===== src/rtl/bottle_fill_seq.sv =====
// BCD bottling sequencer: counts pills per bottle, runs a bottle-swap handshake, raises all_full at the bottle target.
// Optional TOTAL_COUNT_EN adds a saturating BCD total of accepted pills since the last start.
module bottle_fill_seq #(
  parameter int DIGITS       = 2,
  parameter int SWAP_TIMEOUT = 15
) (
  input  logic                  CLK,
  input  logic                  RST,
  input  logic                  cfg_we,
  input  logic                  cfg_sel,
  input  logic [4*DIGITS-1:0]   cfg_bcd,
  input  logic                  start,
  input  logic                  conti,
  input  logic                  next,
  input  logic                  pill,
  input  logic                  swap_ack,
  output logic [4*DIGITS-1:0]   pill_cnt,
  output logic [4*DIGITS-1:0]   bottle_cnt,
  output logic [4*DIGITS-1:0]   pill_max,
  output logic [4*DIGITS-1:0]   bottle_max,
  output logic                  gate_open,
  output logic                  swap_req,
  output logic                  all_full,
  output logic                  cfg_err,
  output logic                  swap_err,
`ifdef TOTAL_COUNT_EN
  output logic [8*DIGITS-1:0]   total_cnt,
`endif
  output logic [2:0]            state
);

  typedef enum logic [2:0] {
    S_IDLE = 3'd0,
    S_FILL = 3'd1,
    S_SWAP = 3'd2,
    S_WAIT = 3'd3,
    S_DONE = 3'd4
  } state_t;

  localparam logic [4*DIGITS-1:0] BCD_ONE = {{(4*DIGITS-1){1'b0}}, 1'b1};

  state_t cur_state, nxt_state;
  logic [7:0] timer;
  logic [4*DIGITS-1:0] pill_inc, bottle_inc;
  logic cfg_ok, fill_done, timeout_hit;

  function automatic logic [4*DIGITS-1:0] bcd_inc(input logic [4*DIGITS-1:0] v);
    logic [4*DIGITS-1:0] r;
    logic c;
    r = v;
    c = 1'b1;
    for (int i = 0; i < DIGITS; i++) begin
      if (c) begin
        if (v[4*i +: 4] == 4'd9) r[4*i +: 4] = 4'd0;
        else begin
          r[4*i +: 4] = v[4*i +: 4] + 4'd1;
          c = 1'b0;
        end
      end
    end
    return r;
  endfunction

  function automatic logic bcd_valid(input logic [4*DIGITS-1:0] v);
    logic ok;
    ok = (v != '0);
    for (int i = 0; i < DIGITS; i++) begin
      if (v[4*i +: 4] > 4'd9) ok = 1'b0;
    end
    return ok;
  endfunction

  assign pill_inc    = bcd_inc(pill_cnt);
  assign bottle_inc  = bcd_inc(bottle_cnt);
  assign cfg_ok      = bcd_valid(cfg_bcd);
  assign fill_done   = pill && (pill_inc == pill_max);
  assign timeout_hit = (timer == 8'(SWAP_TIMEOUT - 1));

  always_ff @(posedge CLK) begin
    if (RST) cur_state <= S_IDLE;
    else     cur_state <= nxt_state;
  end

  always_comb begin
    nxt_state = cur_state;
    gate_open = 1'b0;
    swap_req  = 1'b0;
    all_full  = 1'b0;
    case (cur_state)
      S_IDLE: if (start) nxt_state = S_FILL;
      S_FILL: begin
        gate_open = 1'b1;
        if (fill_done) nxt_state = (bottle_inc == bottle_max) ? S_DONE : S_SWAP;
      end
      S_SWAP: begin
        swap_req = 1'b1;
        if (swap_ack) nxt_state = conti ? S_FILL : S_WAIT;
      end
      S_WAIT: if (next || conti) nxt_state = S_FILL;
      S_DONE: begin
        all_full = 1'b1;
        if (start) nxt_state = S_FILL;
      end
      default: nxt_state = S_IDLE;
    endcase
  end

  assign state = cur_state;

  // Counters, targets and the swap watchdog; the ack always beats an expiring timeout.
  always_ff @(posedge CLK) begin
    if (RST) begin
      pill_cnt   <= '0;
      bottle_cnt <= '0;
      pill_max   <= BCD_ONE;
      bottle_max <= BCD_ONE;
      cfg_err    <= 1'b0;
      swap_err   <= 1'b0;
      timer      <= 8'd0;
    end else begin
      cfg_err <= 1'b0;
      case (cur_state)
        S_IDLE, S_DONE: begin
          if (cur_state == S_IDLE && cfg_we) begin
            if (!cfg_ok)      cfg_err    <= 1'b1;
            else if (cfg_sel) bottle_max <= cfg_bcd;
            else              pill_max   <= cfg_bcd;
          end
          if (start) begin
            pill_cnt   <= '0;
            bottle_cnt <= '0;
            swap_err   <= 1'b0;
          end
        end
        S_FILL: begin
          if (pill) pill_cnt <= pill_inc;
          if (fill_done) bottle_cnt <= bottle_inc;
        end
        S_SWAP: begin
          if (swap_ack) begin
            pill_cnt <= '0;
            timer    <= 8'd0;
          end else begin
            if (timer != 8'(SWAP_TIMEOUT)) timer <= timer + 8'd1;
            if (timeout_hit) swap_err <= 1'b1;
          end
        end
        default: ;
      endcase
    end
  end

`ifdef TOTAL_COUNT_EN
  localparam logic [8*DIGITS-1:0] TOTAL_SAT = {(2*DIGITS){4'h9}};

  function automatic logic [8*DIGITS-1:0] bcd_inc_wide(input logic [8*DIGITS-1:0] v);
    logic [8*DIGITS-1:0] r;
    logic c;
    r = v;
    c = 1'b1;
    for (int i = 0; i < 2*DIGITS; i++) begin
      if (c) begin
        if (v[4*i +: 4] == 4'd9) r[4*i +: 4] = 4'd0;
        else begin
          r[4*i +: 4] = v[4*i +: 4] + 4'd1;
          c = 1'b0;
        end
      end
    end
    return r;
  endfunction

  always_ff @(posedge CLK) begin
    if (RST) total_cnt <= '0;
    else if ((cur_state == S_IDLE || cur_state == S_DONE) && start) total_cnt <= '0;
    else if (cur_state == S_FILL && pill && total_cnt != TOTAL_SAT)
      total_cnt <= bcd_inc_wide(total_cnt);
  end
`endif

endmodule

===== config.mk =====
export PLATFORM = sky130hd
export DESIGN_NAME = bottle_fill_seq
export DESIGN_NICKNAME = d
export VERILOG_FILES = /design/src/rtl/bottle_fill_seq.sv
export SDC_FILE = /design/constraint.sdc
export NUM_CORES = 1
export LEC_CHECK = 0
export CAP_MARGIN = 10
export CORE_MARGIN = 2
export CORE_UTILIZATION = 40
export DETAILED_ROUTE_END_ITERATION = 6
export PLACE_DENSITY_LB_ADDON = 0.2
export SYNTH_ARGS = -nofsm -noshare
export SYNTH_HDL_FRONTEND = slang
export SYNTH_SLANG_ARGS = --single-unit

===== constraint.sdc =====
create_clock -name CLK -period 8.1 [get_ports CLK]
set_clock_uncertainty 0.1 [all_clocks]
set_input_delay 0.81 -clock CLK [delete_from_list [all_inputs] [get_ports CLK]]
set_output_delay 0.81 -clock CLK [all_outputs]
set_load 0.01 [all_outputs]

# After elaboration in Yosys (flattened, before gate mapping)

Index checks and enable logic that the tools add are counted.

Add/sub/neg operators: 5
Order comparisons: 2
Equal/unequal tests: 19
Mux-type cells: 33
Bitwise gates (word level): 3
Reductions and logical operators: 18

Operators by type and width:

| operator                                                                 | count |
|---|---|
| 8-bit two-way mux                                                        | 6 |
| 4-bit two-way mux                                                        | 6 |
| 8-bit one-hot mux with 3 select lines                                    | 1 |
| 4-bit AND reduction                                                      | 5 |
| 4-bit by 1-bit adder with 4-bit output (second input constant)           | 4 |
| 4-bit equality test (second input constant)                              | 4 |
| 8-bit equality test                                                      | 2 |
| 8-bit one-hot mux with 2 select lines                                    | 1 |
| 3-bit two-way mux                                                        | 5 |
| 2-bit inequality test (second input constant)                            | 6 |
| 3-bit one-hot mux with 4 select lines                                    | 1 |
| 1-bit two-way mux                                                        | 11 |
| 8-bit by 1-bit adder with 8-bit output (second input constant)           | 1 |
| 8-bit by 4-bit equality test with 1-bit output (second input constant)   | 1 |
| 4-bit greater-than comparator (second input constant)                    | 2 |
| 8-bit by 4-bit inequality test with 1-bit output (second input constant) | 1 |
| 8-bit nonzero test                                                       | 1 |
| 3-bit by 2-bit equality test with 1-bit output (second input constant)   | 2 |
| 2-bit nonzero test                                                       | 3 |
| 3-bit by 1-bit equality test with 1-bit output (second input constant)   | 1 |
| 3-bit equality test (second input constant)                              | 1 |
| 3-bit zero test                                                          | 1 |
| 1-bit NOT                                                                | 3 |
| 3-bit AND reduction                                                      | 1 |
| 9 further kinds                                                          | 10 |

Register bits: 45
Output and inout bits: 40
Word-level logic and storage cells: 88

# Longest topological paths before layout

Gate-level depths: netlist (run 1).

Word-level depth: 7
Mapped depth: 9

# Least setup slack after synthesis (run 1)

OpenSTA, ideal clock, no wires.

Path kind: flip-flop to flip-flop
From: register pill_cnt[4]
To: register bottle_cnt[2]
Setup time: 74 ps
Arrival: 2513 ps
Required time: 7926 ps
Setup slack: 5412 ps
Cell stages (with the launch flop): 9
Path buffers: 0
Period minus slack after synthesis: 2688 ps
Cells stage by stage: dfxtp_1 ha_1 a21bo_2 o211a_1 and4bb_2 o211ai_2 or3_4 or4_1 a31oi_1

Word-level cells in the longest chain between the ends: 7
Elaborated cells on any way between the ends: 8
Classes of those cells: 1 x add/sub; 3 x eq/ne; 2 x mux; 2 x reduce/logical

RTL lines:

| what                                                                                 | line   | text |
|---|---|---|
| start, declared                                                                      | 17     | `output logic [4*DIGITS-1:0] pill_cnt,` |
| start signal, assigned                                                               | 136    | `if (pill) pill_cnt <= pill_inc;` |
| 4-bit by 1-bit adder with 4-bit output / 4-bit equality test (equally long branches) | 56, 54 |  |
| 4-bit two-way mux                                                                    | 54     | `if (v[4*i +: 4] == 4'd9) r[4*i +: 4] = 4'd0;` |
| 4-bit two-way mux *                                                                  | 53     | `if (c) begin` |
| 8-bit equality test *                                                                | 76     | `assign fill_done = pill && (pill_inc == pill_max);` |
| 1-bit logical AND *                                                                  | 76     |  |
| 2-bit inequality test (no source line) *                                             | n/a    |  |
| 3-bit AND reduction (no source line) *                                               | n/a    |  |
| end signal, assigned                                                                 | 137    | `if (fill_done) bottle_cnt <= bottle_inc;` |
| end, declared                                                                        | 18     | `output logic [4*DIGITS-1:0] bottle_cnt,` |

Mark *: on every way between the ends. The rest lies on a longest branch, timed or not.
A chain may end at the register's enable or synchronous reset.

# Final worst setup path (run 1)

From: input pill
To: register bottle_cnt[7]

Word-level cells in the longest chain between the ends: 3

RTL lines:

| what                                   | line | text |
|---|---|---|
| start, declared                        | 15   | `input logic pill,` |
| 1-bit logical AND                      | 76   |  |
| 2-bit inequality test (no source line) | n/a  |  |
| 3-bit AND reduction (no source line)   | n/a  |  |

Every way passes these cells.

==> results.sh, run 1 <==
export IMPL_yosysSeqAreaShare_pct=31.0
export IMPL_wl_mm=7.47
export IMPL_place_congestion=0.857
export IMPL_ys_warn_count=0
export IMPL_placed_area_um2=3490
export IMPL_viasPerCell=5.39
export IMPL_period_share_pct=38.0
export IMPL_die_h_um=89.3
export IMPL_slew_headroom_pct=40.2
export IMPL_layout_common_cells="clkdlybuf4s50_1 (56), nor2_1 (49), dfxtp_1 (45)"
export IMPL_dp_final_hpwl_mm=5.48
export IMPL_grt_pass1_wl_mm=11.8
export IMPL_dieArea_um2=7970
export IMPL_switching_power_uw=144
export IMPL_ctsHoldBuffers=0
export IMPL_synth_seq_cells=45
export IMPL_worst_slew_pin_slew_ns=0.889
export IMPL_syn_avg_cell_area_um2=8.17
export IMPL_hold_viol=0
export IMPL_setup_viol=0
export IMPL_via_count=2709
export IMPL_wire_per_inst_um=14.8
export IMPL_p_comb_share_pct=18.6
export IMPL_first_pass_iters=4
export IMPL_start_util_pct=40.7
export IMPL_die_w_um=89.3
export IMPL_grt_max_degree=37
export IMPL_diodes=0
export IMPL_cp_start_kind="primary input"
export IMPL_synth_distinct_cells=65
export IMPL_cap_violations=0
export IMPL_synthesis_nets=379
export IMPL_drive_gt1_share_pct=5.20
export IMPL_io_pins=57
export IMPL_pwr_share_seq_pct=50.3
export IMPL_cts_made_buffers=5
export IMPL_clk_pin_slew_ns=0.09
export IMPL_synth_edf_count=0
export IMPL_antenna_found_initial=0
export IMPL_tns_ns=0
export IMPL_swShare_pct=30.4
export IMPL_root_buffer="clkbuf_8"
export IMPL_synthArstFlopShare_pct=0
export IMPL_final_common_cell="clkdlybuf4s50_1"
export IMPL_synth_ff_type="dfxtp_1"
export IMPL_seq_area_um2=901
export IMPL_overflow=0
export IMPL_post_cts_setup_buffers=0
export IMPL_p_int_uw=330
export IMPL_fin_ws_ns=5.02
export IMPL_cp_max_fo=6
export IMPL_synthCells=356
export IMPL_worstSkewPairLatency_ns=0.31
export IMPL_cts_max_level=2
export IMPL_fmax_mhz=325
export IMPL_hp_class="reg -> reg"
export IMPL_post_route_drc_count=0
export IMPL_io_buffers=56
export IMPL_dp_cells=495
export IMPL_ant_nets=0
export IMPL_nets=426
export IMPL_outcome="finished, final reports clean"
export IMPL_rows=31
export IMPL_stdcell_count=503
export IMPL_n_fill_cell=709
export IMPL_cts_buffer_depth=2
export IMPL_syn_to_final_growth_pct=23.2
export IMPL_coreArea_um2=7140
export IMPL_fin_crit_ns=3.08
export IMPL_cts_tree="yes"
export IMPL_drt_iter0_drc=165
export IMPL_netlist_area_um2=2910
export IMPL_cts_sinks=45
export IMPL_critPathKind="in -> reg"
export IMPL_ctsResizeCount=0
export IMPL_crit_arrival_ns=3.16
export IMPL_leakage_uw=0.00128
export IMPL_crit_required_ns=8.18
export IMPL_holdWs_ns=0.425
export IMPL_dp_slack_ns=4.75
export IMPL_stdcell_area_um2=3580
export IMPL_rsz0062_at_grt="no"
export IMPL_grt_total_usage_pct=18.8
export IMPL_slew_violations=0
export IMPL_crit_path_end_kind="flip-flop"
export IMPL_grt_pass1_vias=2377
export IMPL_power_density_nw_per_um2=132
export IMPL_multi_input_area_um2=1840
export IMPL_p_clk_share_pct=31.1
export IMPL_irDropWorstVdd_mv=0.0739
-- critical path: stages --
cell             delay (ns)
clkdlybuf4s50_1        0.56
o221ai_2               0.14
a2111oi_4              0.35
o211ai_2               0.18
nor4_1                 0.79
mux2i_1                0.26
nor2_1                 0.05
-- stage by stage --
stage / total power (uW) / util, %
3_3_place_gp: 331 / 48.9
6_report: 474 / 50.2
5_1_grt: 494 / 50.2
4_1_cts: 476 / 50.2
2_1_floorplan: 295 / -
3_5_place_dp: 331 / 48.9
-- cell type report --
| cell class | instances | area share [%] |
|---|---|---|
| Timing Repair Buffer | 57 | 15.9 |
| Clock inverter | 3 | 0.594 |
| Inverter | 15 | 1.57 |
| Multi-Input combinational cell | 279 | 51.4 |
| Clock buffer | 5 | 1.92 |
| Sequential cell | 45 | 25.1 |
| Tap cell | 99 | 3.46 |
-- cells in the mapped netlist, types with 3 or more instances --
master     n  area [um2]
o21ai_0   18        90.1
xor2_1    10        87.6
and2_1     3        18.8
nor4_1     6        37.5
nand3b_1   4        30.0
dfxtp_1   45         901
buf_4      4        30.0
and3b_1    4        35.0
nand3_1   11        55.1
nand2_1   24        90.1
or3_1      4        25.0
a21o_1     3        22.5
o211ai_1   4        30.0
mux2i_1   20         200
xnor2_1    7        61.3
nand2b_1   7        43.8
inv_1     14        52.6
or4_1      6        45.0
nor2b_1    7        43.8
a21oi_1   23         115
ha_1       6        75.1
nand4_1    4        25.0
buf_6      3        33.8
nor2_1    49         184
o311ai_0   3        26.3
clkbuf_1   7        26.3
nor3_1    12        60.1
a31oi_1    6        37.5
-- registers in the layout, summed over array words and instances, names as in the netlist --
register,cells
bottle_cnt,8
bottle_max,8
cfg_err,1
pill_cnt,8
pill_max,8
state,3
swap_err,1
timer,8
-- kinds of logic (layout without fill, tap and decap cells) --
family	after synthesis	count (layout)	synth area share [%]
AOI/OAI and AO/OA	80	80	19.0
xor gates and xnor gates	18	18	5.68
adders and majority gates	6	6	2.58
buffers and inverters	32	80	5.64
DFF	45	45	31.0
muxes	20	20	6.88
and+or+nand+nor	155	155	29.3
-- final timing paths --
path / start / endpoint / cells after the start / slack (ns)
worst min register to register: swap_err / swap_err / 2 / 0.42
worst max-delay path: pill / bottle_cnt[7] / 7 / 5.02
worst min-delay path: swap_err / swap_err / 2 / 0.42
worst max register to register: pill_cnt[4] / bottle_cnt[7] / 8 / 5.12
-- metal layers --
layer / share of wire (%) / track usage, % / wire length, um / vias up
met5: 0 / 0 / 0 / -
met4: 1.1 / 4.21 / 85 / 0
met3: 4.2 / 3.23 / 317 / 7
met2: 44 / 28.4 / 3300 / 68
met1: 50 / 28.1 / 3760 / 1253
li1: - / - / - / 1381
-- power groups by stage --
stage | combinational (uW) | sequential, uW | clock (uW)
4_1_cts | 88.1 | 239 | 149
3_3_place_gp | 86.7 | 244 | 0
5_1_grt | 97.0 | 240 | 157
2_1_floorplan | 54.7 | 240 | 0
6_report | 88.1 | 239 | 148
3_5_place_dp | 87.4 | 244 | 0
Power figures use the tool's default switching activity.
==> run 2: changes to the inputs <==
==> constraint.sdc (replaced) <==
create_clock -name CLK -period 3 [get_ports CLK]
set_clock_uncertainty 0.1 [all_clocks]
set_input_delay 0.3 -clock CLK [delete_from_list [all_inputs] [get_ports CLK]]
set_output_delay 0.3 -clock CLK [all_outputs]
set_load 0.01 [all_outputs]
==> run 2 against run 1 <==
Effect of this change: setup slack got worse by 4.8 ns; via count increased by 2.4%; first-iteration DRC count decreased by 15%; design area increased by 2.1%; core utilization increased by 1.1 points; register-to-register slack got worse by 4.9 ns; non-clock buffer count increased by 10; hold slack got worse by 0.0076 ns; flip-flop and latch count unchanged; cell count increased by 2.0%; total power increased to 2.7 times the previous value.
==> results.sh, run 2 (synthesis gave the netlist of run 1 again) <==
export IMPL_outcome="finished, final reports clean"
export IMPL_reg2reg_from="pill_cnt[5]"
export IMPL_reg2reg_setup_slack_ns=0.22
export IMPL_grt_max_degree=36
export IMPL_irDropWorstVdd_mv=0.211
export IMPL_overflow=0
export IMPL_slew_headroom_pct=60.6
export IMPL_swShare_pct=30.4
export IMPL_die_w_um=89.3
export IMPL_via_count=2773
export IMPL_cts_max_level=2
export IMPL_hp_class="reg -> reg"
export IMPL_holdPathEnd="timer[7]"
export IMPL_cts_tree="yes"
export IMPL_fin_crit_ns=2.78
export IMPL_drt_iter0_drc=141
export IMPL_holdPathStages=2
export IMPL_cp_start_kind="flip-flop"
export IMPL_holdWs_ns=0.417
export IMPL_cp_max_fo=6
export IMPL_path_cells="inv_1 > ha_1 > a21bo_2 > o211a_1 > and4bb_2 > o211ai_2 > or3_4 > or4_1 > a31oi_1"
export IMPL_critPathKind="reg -> reg"
export IMPL_crit_path_end_kind="flip-flop"
export IMPL_rows=31
export IMPL_ant_nets=0
export IMPL_worstSkewPairLatency_ns=0.31
export IMPL_p_int_uw=901
export IMPL_grt_busiest_layer="met2"
export IMPL_die_h_um=89.3
export IMPL_slowest_stage="or4_1"
export IMPL_r2r_end="bottle_cnt[2]"
export IMPL_use_met2_pct=32.7
export IMPL_cts_buffer_depth=2
export IMPL_nets=436
export IMPL_p_comb_share_pct=19.6
export IMPL_ctsResizeCount=0
export IMPL_leakage_uw=0.00134
export IMPL_slew_violations=0
export IMPL_wl_mm=7.64
export IMPL_layout_common_cells="clkdlybuf4s50_1 (56), nor2_1 (49), dfxtp_1 (44)"
export IMPL_grtUsageMet1_pct=27.8
export IMPL_wire_per_inst_um=14.9
export IMPL_fmax_mhz=359
export IMPL_r2r_cells=9
export IMPL_dp_final_hpwl_mm=5.70
export IMPL_crit_required_ns=3.14
export IMPL_post_route_drc_count=0
export IMPL_dieArea_um2=7970
export IMPL_clk_pin_slew_ns=0.09
export IMPL_io_pins=57
export IMPL_crit_arrival_ns=2.93
export IMPL_root_buffer="clkbuf_8"
export IMPL_period_share_pct=92.8
export IMPL_power_density_nw_per_um2=354
export IMPL_switching_power_uw=393
export IMPL_viasPerCell=5.41
export IMPL_grt_total_usage_pct=20.1
export IMPL_final_common_cell="clkdlybuf4s50_1"
export IMPL_grt_pass1_wl_mm=12.6
export IMPL_rsz0062_at_grt="no"
export IMPL_max_stage_delay_ns=0.47
export IMPL_p_clk_share_pct=30.7
export IMPL_drive_gt1_share_pct=7.73
export IMPL_worst_path_buf_inv=1
export IMPL_start_util_pct=40.7
export IMPL_pwr_share_seq_pct=49.6
export IMPL_worst_slew_pin_slew_ns=0.583
export IMPL_syn_to_final_growth_pct=25.8
export IMPL_cts_made_buffers=5
export IMPL_met3_usage_pct=2.95
export IMPL_diodes=0
export IMPL_first_pass_iters=4
export IMPL_io_buffers=56
export IMPL_crit_start="pill_cnt[5]"
export IMPL_setup_viol=0
export IMPL_cts_sinks=45
export IMPL_coreArea_um2=7140
export IMPL_hold_viol=0
export IMPL_critPathTopFamily="simple AND/OR/NAND/NOR gates"
export IMPL_grt_pass1_vias=2591
export IMPL_ctsHoldBuffers=0
export IMPL_tns_ns=0
export IMPL_min_delay_start="timer[7]"
export IMPL_cap_violations=0
export IMPL_post_cts_setup_buffers=0
export IMPL_place_congestion=0.901
export IMPL_antenna_found_initial=0
[run 2: cell count changes in the layout (fill, tap and decap cells not counted)]
cell and delta:
dfxtp_2 +1, dfxtp_1 -1, buf_4 +10
[run 2: power by group through the flow]
| stage | clock network, uW | registers [uW] | logic [uW] |
|---|---|---|---|
| 6_report | 398 | 642 | 254 |
| 5_1_grt | 429 | 647 | 280 |
| 4_1_cts | 406 | 642 | 255 |
| 3_5_place_dp | 0 | 656 | 254 |
| 3_3_place_gp | 0 | 656 | 251 |
| 2_1_floorplan | 0 | 647 | 148 |
[run 2: cell type report]
class,instances,area (um2)
Tap cell,99,124
Inverter,15,56.3
Fill cell,726,3480
Clock buffer,5,68.8
Multi-Input combinational cell,279,1840
Sequential cell,45,902
Clock inverter,3,21.3
Timing Repair Buffer,67,643
[run 2: worst register-to-register path, stage by stage (launching register included)]
cell and delay, ns:
dfxtp_1 0.45, inv_1 0.07, ha_1 0.20, a21bo_2 0.23, o211a_1 0.20, and4bb_2 0.30
o211ai_2 0.11, or3_4 0.42, or4_1 0.47, a31oi_1 0.16
[run 2: metal layers]
| layer | share of wire [%] | wire [um] |
|---|---|---|
| met1 | 48 | 3680 |
| met2 | 46 | 3490 |
| met3 | 4.6 | 351 |
| met4 | 1.6 | 120 |
| met5 | 0 | 0 |
[run 2: worst max path at each step]
stage,cells past startpoint,slack [ns],to
4_1_cts,8,0.18,bottle_cnt[2]
2_1_floorplan,8,0.31,bottle_cnt[2]
3_3_place_gp,8,0.27,bottle_cnt[2]
6_report,9,0.22,bottle_cnt[2]
3_5_place_dp,8,0.20,bottle_cnt[2]
5_1_grt,6,0.04,bottle_cnt[2]
[run 2: through the flow]
| step | area, um2 | worst slack, ns | instances | power (uW) | util [%] |
|---|---|---|---|---|---|
| after CTS | 3660 | 0.178 | 513 | 1300 | 51.2 |
| after floorplan | 2910 | 0.312 | 356 | 795 | - |
| after detailed placement | 3570 | 0.201 | 505 | 910 | 50.0 |
| after global placement | 3570 | 0.270 | 505 | 907 | 50.0 |
| final | 3660 | 0.215 | 513 | 1290 | 51.3 |
| after global routing | 3660 | 0.0427 | 513 | 1360 | 51.3 |
==> run 3: changes to the inputs <==
--- a/config.mk
+++ b/config.mk
@@ -10,6 +10,7 @@
 export CORE_UTILIZATION = 40
 export DETAILED_ROUTE_END_ITERATION = 6
 export PLACE_DENSITY_LB_ADDON = 0.2
+export SLEW_MARGIN = 20
 export SYNTH_ARGS = -nofsm -noshare
 export SYNTH_HDL_FRONTEND = slang
 export SYNTH_SLANG_ARGS = --single-unit
==> results of run 3 <==
No change in the layout: final DEF, timing and power equal those of run 2.
==> RTL edit: new RTL, flow settings as in run 2 <==
The option `TOTAL_COUNT_EN` is turned on by a define.
--- a/src/rtl/bottle_fill_seq.sv
+++ b/src/rtl/bottle_fill_seq.sv
@@ -1,5 +1,7 @@
 // BCD bottling sequencer: counts pills per bottle, runs a bottle-swap handshake, raises all_full at the bottle target.
 // Optional TOTAL_COUNT_EN adds a saturating BCD total of accepted pills since the last start.
+`define TOTAL_COUNT_EN
+
 module bottle_fill_seq #(
   parameter int DIGITS       = 2,
   parameter int SWAP_TIMEOUT = 15
Formal check against the unedited RTL (old outputs only; new: total_cnt): equivalent (equiv_simple and equiv_induct, registers matched by name and starting in step).
==> RTL edit against run 2 <==
Wire length increased by 12%. Sequential cell count increased by 16. Non-clock buffer count increased by 9. First-iteration DRC count increased by 16%. Setup slack improved by 0.30 ns. Die area increased by 17%. Synthesized area increased by 18%. Utilization increased by 3.0 points. Total power increased by 58%. Cell area increased by 22%. Critical path type unchanged. Largest cell class unchanged. Highest routed layer unchanged.
==> RTL edit: results (changes against run 2) <==
* Synth Instances: 413 (+16%)
- The aggregate routed wire length came to 8544 um (+12%).
* Final RePlAce weighted congestion: 0.8674 (-3.7%)
- Leakage Power: 0.001686 uW (+26%)
- Fraction of layout cells with a size suffix above 1: 6.122% (-1.6 points)
* CP Capture Point: state[2]
* Clock latency at the later pin of the worst-skew pair: 0.34 ns (+0.03 ns)
- The number of detailed-route iterations in the first pass is 4 (unchanged).
- Number of placed instances, taps included: 579 (+15%)
* Psw: 552.9 uW (+41%)
* Clock transition at the register clock pins on the worst setup and hold paths after CTS: 0.07 ns (-0.02 ns)
* Cts bufs inserted: 9 (+4)
* CP Max Fanout: 8 (+2)
- The clock tree buffer depth is 2 (unchanged).
- The flow ran to the end, and the final reports show no timing, DRC or antenna violations.
- Delay contributed by the slowest stage of the critical path: 0.52 ns (+0.05 ns)
* Fin crit period: 2.482 ns (-0.3029 ns)
- The half-perimeter wire length after placement came to 6296 um (+11%).
- Violation count after the first detailed-route iteration: 164 (+16%)
- Pin count of the biggest net entering global routing: 26 (-28%)
- The depth of the worst register-to-register path was 7 (-2).
- Port bufs: 72 (+29%)
* Proportion of synthesized chip area in sequential cells: 35.49% (+4.5 points)
* All-layer global routing usage: 18.18% (-1.9 points)
- The H-tree level count was 3 (+1).
- The via count of the first global-routing pass came to 2873 (+11%).
- Register share of total power: 42.3% (-7.3 points)
* Nets@finish: 510 (+17%)
- The placement-stage cell area came to 0.004254 mm^2 (+19%).
- Post-detailed-route via-to-cell ratio: 5.281 (-2.3%)
- The most critical setup path has its startpoint at bottle_cnt[0].
- Slowest stage cell, crit path: sky130_fd_sc_hd__o311ai_1
- The worst ir drop on vdd came to 213.9 uV (+1.5%).
- Relative slew margins: 55.70% (-4.9 points)
- The count of placed standard cells in the final layout, fillers left out came to 595 (+16%).
- The worst register-to-register path begins at bottle_cnt[0].
* Power dissipated in the clock network: 838 uW (+110%)
- The slack of the worst reg-to-reg path is 0.52 ns (+0.30 ns).
- Global-route wire length before repair: 14190 um (+12%)
- Synth cell count leaders: sky130_fd_sc_hd__nor2_1 (64), sky130_fd_sc_hd__dfxtp_1 (61), sky130_fd_sc_hd__a21oi_1 (25)
- The worst slack after detailed placement is 0.5620 ns (+0.3609 ns).
* Arrival time reported for the critical path endpoint: 2.67 ns (-0.26 ns)
* Most area-consuming cells after synthesis: sky130_fd_sc_hd__dfxtp_1 (35%), sky130_fd_sc_hd__nor2_1 (7.0%), sky130_fd_sc_hd__xor2_1 (5.1%), sky130_fd_sc_hd__mux2i_1 (4.7%), sky130_fd_sc_hd__a21oi_1 (3.6%)
[RTL edit: cell types whose count changed after synthesis, sizes merged, moves of 5 or more]
cell / run 2 / this run
xor2: 10 / 21
or4: 6 / 0
dfxtp: 45 / 61
nor2: 49 / 64
nand3: 11 / 16
a31oi: 6 / 0
nor2b: 7 / 13
o211ai: 5 / 0
a22o: 0 / 6
[RTL edit: area by class of cell]
class | instances | area (um^2)
timing repair buffer | 76 | 750.7
inverter | 17 | 63.81
tap | 105 | 131.4
sequential | 61 | 1221
clock inverter | 4 | 70.07
multi-input combinational | 320 | 2087
fill | 795 | 3779
clock buffer | 12 | 155.1
[RTL edit: worst max-delay path: cells and delay by family (launching register included)]
family | cells | cell delay [ns]
and+or+nand+nor | 3 | 0.82
xor gates and xnor gates | 1 | 0.14
AOI/OAI and AO/OA | 2 | 0.67
adders and majority gates | 1 | 0.24
DFF | 1 | 0.45
[RTL edit: worst min-delay path by stage]
| stage | startpoint | to | slack, ns |
|---|---|---|---|
| global placement | swap_err | swap_err | 0.36 |
| detailed placement | swap_err | swap_err | 0.36 |
| floorplan | cfg_bcd[0] | pill_max[0] | 0.32 |
| finish | swap_err | swap_err | 0.37 |
| CTS | swap_err | swap_err | 0.38 |
| global route | swap_err | swap_err | 0.42 |
[RTL edit: kinds of logic after synthesis]
logic type | after synthesis | share of synthesized area, %
compound gates | 80 | 15.49
buf+inv | 32 | 3.855
simple gates | 187 | 30.00
fa+ha+maj | 8 | 2.909
flops | 61 | 35.49
mux | 16 | 4.654
xor+xnor | 29 | 7.600
[RTL edit: per-layer routing]
metal	part of all wire, %	vias up	wire, um	GRT usage (%)
li1	-	1611	-	-
met1	50	1432	4242	25.29
met2	44	87	3773	27.51
met3	4.9	12	418	4.769
met4	1.3	0	110	5.850
met5	0	-	0	0
